## config.mk

```make
export PLATFORM = sky130hd
export DESIGN_NAME = apura_votos_flat
export DESIGN_NICKNAME = d
export VERILOG_FILES = /design/src/rtl/votos_pkg.sv /design/src/rtl/apura_votos_if.sv /design/src/rtl/onehot_dec.sv /design/src/rtl/apura_votos.sv /design/src/flat_wrapper.sv
export SDC_FILE = /design/constraint.sdc
export NUM_CORES = 1
export LEC_CHECK = 0
export CAP_MARGIN = 20
export CORE_ASPECT_RATIO = 1.4
export CORE_MARGIN = 2
export CORE_UTILIZATION = 46
export CTS_CLUSTER_DIAMETER = 120
export DETAILED_ROUTE_END_ITERATION = 7
export HOLD_SLACK_MARGIN = 0.15
export PLACE_DENSITY = 0.77
export SLEW_MARGIN = 20
export SYNTH_ARGS = -nofsm -noshare
export SYNTH_HDL_FRONTEND = slang
export SYNTH_SLANG_ARGS = --single-unit
```

## constraint.sdc

```tcl
create_clock -name clk -period 3.1 [get_ports clk]
set_input_delay 0.62 -clock clk [delete_from_list [all_inputs] [get_ports clk]]
set_output_delay 0.62 -clock clk [all_outputs]
set_load 0.05 [all_outputs]
```

## src/rtl/votos_pkg.sv

```systemverilog
// votos_pkg: shared state encoding and one-hot tally code constants.
package votos_pkg;
    typedef enum logic [1:0] {IDLE, COLLECT, DONE} state_t;
    localparam logic [3:0] CODE_0 = 4'b0001;
    localparam logic [3:0] CODE_1 = 4'b0010;
    localparam logic [3:0] CODE_2 = 4'b0100;
    localparam logic [3:0] CODE_3 = 4'b1000;
endpackage

```

## src/rtl/apura_votos_if.sv

```systemverilog
// apura_votos_if: valid/ready channel carrying one tally code per round.
interface apura_votos_if;
    logic       code_valid;
    logic [3:0] code;
    logic       code_ready;
    modport master (output code_valid, code, input code_ready);
    modport slave (input code_valid, code, output code_ready);
endinterface

```

## src/rtl/onehot_dec.sv

```systemverilog
// onehot_dec: 4-bit one-hot tally code to 2-bit count, zero for malformed codes.
module onehot_dec (
    input  logic [3:0] code,
    output logic [1:0] cnt,
    output logic       ok
);
    logic odd;
    logic pair;
    assign odd  = code[0] ^ code[1] ^ code[2] ^ code[3];
    assign pair = (code[0] & code[1]) | (code[0] & code[2]) | (code[0] & code[3]) |
                  (code[1] & code[2]) | (code[1] & code[3]) | (code[2] & code[3]);
    // odd parity with no two bits set means exactly one bit set
    assign ok  = odd & ~pair;
    assign cnt = {2{ok}} & {code[3] | code[2], code[3] | code[1]};
endmodule

```

## src/rtl/apura_votos.sv

```systemverilog
// apura_votos: accumulates decoded tally codes over ROUNDS rounds, flags majority and malformed codes.
module apura_votos
    import votos_pkg::*;
#(
    parameter int ROUNDS = 8,
    parameter int CNT_W  = $clog2(3 * ROUNDS + 1),
    parameter int RND_W  = $clog2(ROUNDS + 1)
) (
    input  logic             clk,
    input  logic             rst,
    input  logic             start,
    apura_votos_if.slave     bus,
    output logic [1:0]       last_count,
    output logic [CNT_W-1:0] total,
    output logic [RND_W-1:0] rounds,
    output logic             majority,
    output logic             error,
    output logic             done
);
    localparam logic [CNT_W+1:0] THRESH = (CNT_W + 2)'(3 * ROUNDS);
    localparam logic [RND_W-1:0] LAST   = RND_W'(ROUNDS - 1);
    state_t           state;
    logic [1:0]       cnt;
    logic             ok;
    logic             hs;
    logic [CNT_W-1:0] sum;
    onehot_dec u_dec (.code(bus.code), .cnt(cnt), .ok(ok));
    assign bus.code_ready = state == COLLECT;
    assign hs  = bus.code_valid & bus.code_ready;
    assign sum = total + CNT_W'(cnt);
    always_ff @(posedge clk) begin
        if (rst) begin
            state      <= IDLE;
            last_count <= '0;
            total      <= '0;
            rounds     <= '0;
            majority   <= 1'b0;
            error      <= 1'b0;
            done       <= 1'b0;
        end else begin
            case (state)
                COLLECT: if (hs) begin
                    last_count <= cnt;
                    total      <= sum;
                    rounds     <= rounds + 1'b1;
                    error      <= error | ~ok;
                    if (rounds == LAST) begin
                        state    <= DONE;
                        done     <= 1'b1;
                        majority <= {1'b0, sum, 1'b0} > THRESH;
                    end
                end
                IDLE, DONE: if (start) begin
                    state      <= COLLECT;
                    last_count <= '0;
                    total      <= '0;
                    rounds     <= '0;
                    majority   <= 1'b0;
                    error      <= 1'b0;
                    done       <= 1'b0;
                end
                default: state <= IDLE;
            endcase
        end
    end
endmodule
```

## src/flat_wrapper.sv

```systemverilog
// flat-port wrapper written by rule: the top's interface ports become plain ports
module apura_votos_flat import votos_pkg::*;
#(
    parameter int ROUNDS = 8,
    parameter int CNT_W  = $clog2(3 * ROUNDS + 1),
    parameter int RND_W  = $clog2(ROUNDS + 1)
)
  (clk, rst, start, last_count, total, rounds, majority, error, done, bus_code_valid, bus_code, bus_code_ready);
  apura_votos_if bus_i ();
  input  logic clk;
  input  logic rst;
  input  logic start;
  output logic [1:0] last_count;
  output logic [CNT_W-1:0] total;
  output logic [RND_W-1:0] rounds;
  output logic majority;
  output logic error;
  output logic done;
  input wire logic [$bits(bus_i.code_valid)-1:0] bus_code_valid;
  input wire logic [$bits(bus_i.code)-1:0] bus_code;
  output wire logic [$bits(bus_i.code_ready)-1:0] bus_code_ready;
  assign bus_i.code_valid = bus_code_valid;
  assign bus_i.code = bus_code;
  assign bus_code_ready = bus_i.code_ready;
  apura_votos #(.ROUNDS(ROUNDS), .CNT_W(CNT_W), .RND_W(RND_W)) u_core (.clk(clk), .rst(rst), .start(start), .bus(bus_i), .last_count(last_count), .total(total), .rounds(rounds), .majority(majority), .error(error), .done(done));
endmodule
```

==> results of run 1 <==
[worst max-delay path: cells and delay by family]
| family | cells | cell delay [ns] |
|---|---|---|
| adders and majority gates | 2 | 0.62 |
| and+or+nand+nor | 3 | 0.58 |
| buffers and inverters | 2 | 0.52 |
| AOI/OAI and AO/OA | 3 | 0.42 |
| xor gates and xnor gates | 1 | 0.17 |
[Yosys cell counts (2+ instances only)]
cell type,n
inv_1,3
nand2_1,3
nor2b_1,3
nand3b_1,3
a211oi_1,2
clkbuf_1,2
ha_1,4
xor2_1,2
nand2b_1,3
a22oi_1,6
nor2_1,12
a21oi_1,8
xnor2_1,3
dfxtp_1,16
nor3_1,3
[timing repair]
action | 4_1_cts | 5_1_grt
endpoints found under the setup margin | 0 | 3
hold endpoints to repair | 0 | 0
resized for setup | 0 | 7
setup buffers | 0 | 1
[kinds of logic (layout without fill, tap and decap cells)]
| logic type | after synthesis | in the layout | share of synthesized area, % |
|---|---|---|---|
| xor+xnor | 5 | 5 | 5.13 |
| buf+inv | 7 | 34 | 4.11 |
| flops | 16 | 16 | 37.5 |
| fa+ha+maj | 5 | 5 | 8.21 |
| simple gates | 37 | 37 | 25.8 |
| compound gates | 23 | 23 | 19.2 |
[state kept, by name, summed over array words and instances, names as in the netlist]
signal	count
u_core.state	2
u_core.rounds	4
u_core.total	5
u_core.error	1
u_core.majority	1
u_core.last_count	2
u_core.done	1
[path summary, 6_finish.rpt]
path | slack (ns) | to
worst min register to register | 0.46 | u_core.last_count[0]
worst max-delay path | 0.31 | u_core.majority
worst max register to register | 1.22 | u_core.majority
worst min-delay path | 0.46 | u_core.last_count[0]
[power by group]
part / switching, mW / leakage [nW] / internal [mW]
sequential: 0.00333 / 0.129 / 0.208
clock: 0.0639 / 0.0210 / 0.0715
combinational: 0.0396 / 0.284 / 0.0282
[routing by layer]
layer | wire [um] | global-route usage, % | share of wire (%)
met4 | 38 | 10.6 | 1.9
met5 | 0 | 0 | 0
met2 | 1070 | 31.7 | 54
met1 | 756 | 19.7 | 38
met3 | 107 | 4.00 | 5.4
[cell usage in the layout, fill, tap and decap left out, types with 2 or more instances in the layout]
cell type         n
clkdlybuf4s50_1  20
dfxtp_1          16
nor2_1           12
a21oi_1           8
a22oi_1           6
buf_4             5
inv_1             3
nand3b_1          3
nand2b_1          3
nand2_1           3
clkbuf_4          3
nor2b_1           2
xnor2_1           2
nor3_2            2
nor3_1            2
a211oi_1          2
xor2_1            2
ha_1              2
dlymetal6s2s_1    2
[cell type report]
cell class	instances	area (um2)
tap	20	25.0
clock buffer	4	36.3
multi-input combinational	70	528
fill	138	573
sequential	16	320
timing repair buffer	27	263
inverter	3	11.3
==> summary.txt, run 1 <==
Die Y = 55.0 um
Pins over their slew limit = 0
Antenna viol nets, final = 0
Synth top area share = 37.5%
Net count after synthesis = 106
Reg clk slew, reported paths = 0.09 ns
Ys flop type = dfxtp_1
Synth warn = 0
Critical path endpoint category = register
Cell Rows = 18
CTS tree = built
Antenna violations before repair = 0
Post-Route WL = 1.97 mm
Post-Synthesis Cells = 93
R2R Path Start = u_core.total[0]
Fin crit share = 89.9%
Hold slack = 0.462 ns
Final setup vio count = 0
Total negative slack = 0 ns
Crit Path Max Fanout = 3
Nets = 134
DP Area = 1100 um2
Global-route wire length before repair = 2.76 mm
Max frequency = 0.359 GHz
Reg2Reg Depth = 7
Worst-Skew Late Latency = 0.28 ns
VDD IR max = 0.275 mV
Slew margin rel. = 54.5%
Vias in the first global route = 722
Via count = 789
Worst setup path class = input port to register
CP arrival = 2.93 ns
Hold/Removal Path Class = register to register
Synth unique cells = 35
Htree depth = 1
Fin Clk Skew = 0.00547 ns
Clock Sinks = 16
Hpwl dp = 1.33 mm
CP max stage cell = clkdlybuf4s50_1
N_diodes = 0
Post-synth EDFFs = 0
CTS Buffer Depth = 2
CTS Hold Buffers Added = 0
Asr flop ratio synth = 0%
Leakage power = 0.434 nW
Setup crit start kind = input port
Largest area contributor in the netlist = dfxtp_1
Routability-driven placement congestion ratio = 0.854
Setup crit start = bus_code[3]
Layout area overhead = 38.7%
Worst Tran Pin Value = 0.681 ns
Tmin final = 2.79 ns
Pwr Density = 350 nW/um2
DR pass1 iterations = 4
Post-Place Setup Slack = -0.284 ns
CTS Buf Count = 3
RSZ-0062 raised after global routing = false
Top area cells in the synthesized netlist = dfxtp_1, ha_1, a22oi_1
Max Cap Viol = 0
Max incr delay on CP = 0.46 ns
Die W = 40.4 um
Number of synthesized register bits = 16
Iter 0 DRT Violations = 25
Io pins = 23
Via-to-Cell Ratio = 5.64
Dpl cells = 135
WL/cell = 14.1 um
Largest net degree at the start of global routing = 17
Worst Hold Launch = u_core.last_count[0]
Post-Route Utilization = 67.4%
Worst-path cell chain = clkdlybuf4s50_1, nor2b_2, a22oi_1, nor3_1, ha_2, inv_1, fa_1, nand3b_1, xnor2_2, a311oi_2, a211oi_1
Finished Layout Cells = 140
Root buf cell = clkbuf_4
Sequential area share after synthesis = 37.5%
Initial Utilization = 48.6%
Design area = 1180 um2
Die area = 2220 um2
Hold Vio Cnt, Final = 0
Final Power = 0.415 mW
Worst path required time = 3.24 ns
Core area = 1760 um2
GRT Total Usage = 18.4%
Status = complete, no violations
IO Port Bufs = 22
GRT overflow = 0
Syn Area/Cell = 9.18 um2
Synthesized area = 853 um2
WHS Path Cells = 2
PnR worst setup slack = 0.314 ns
# DRC = 0
Layout cells sized above 1 = 17.5%
No activity file was read; power rests on OpenSTA's default activity.
==> inputs of run 2 (changes only) <==
--- a/config.mk
+++ b/config.mk
@@ -13,6 +13,7 @@
 export DETAILED_ROUTE_END_ITERATION = 7
 export HOLD_SLACK_MARGIN = 0.15
 export PLACE_DENSITY = 0.77
+export SKIP_CTS_REPAIR_TIMING = 1
 export SLEW_MARGIN = 20
 export SYNTH_ARGS = -nofsm -noshare
 export SYNTH_HDL_FRONTEND = slang
==> results of run 2 <==
Same layout as run 1: the final DEF is identical, and so are final timing and power.
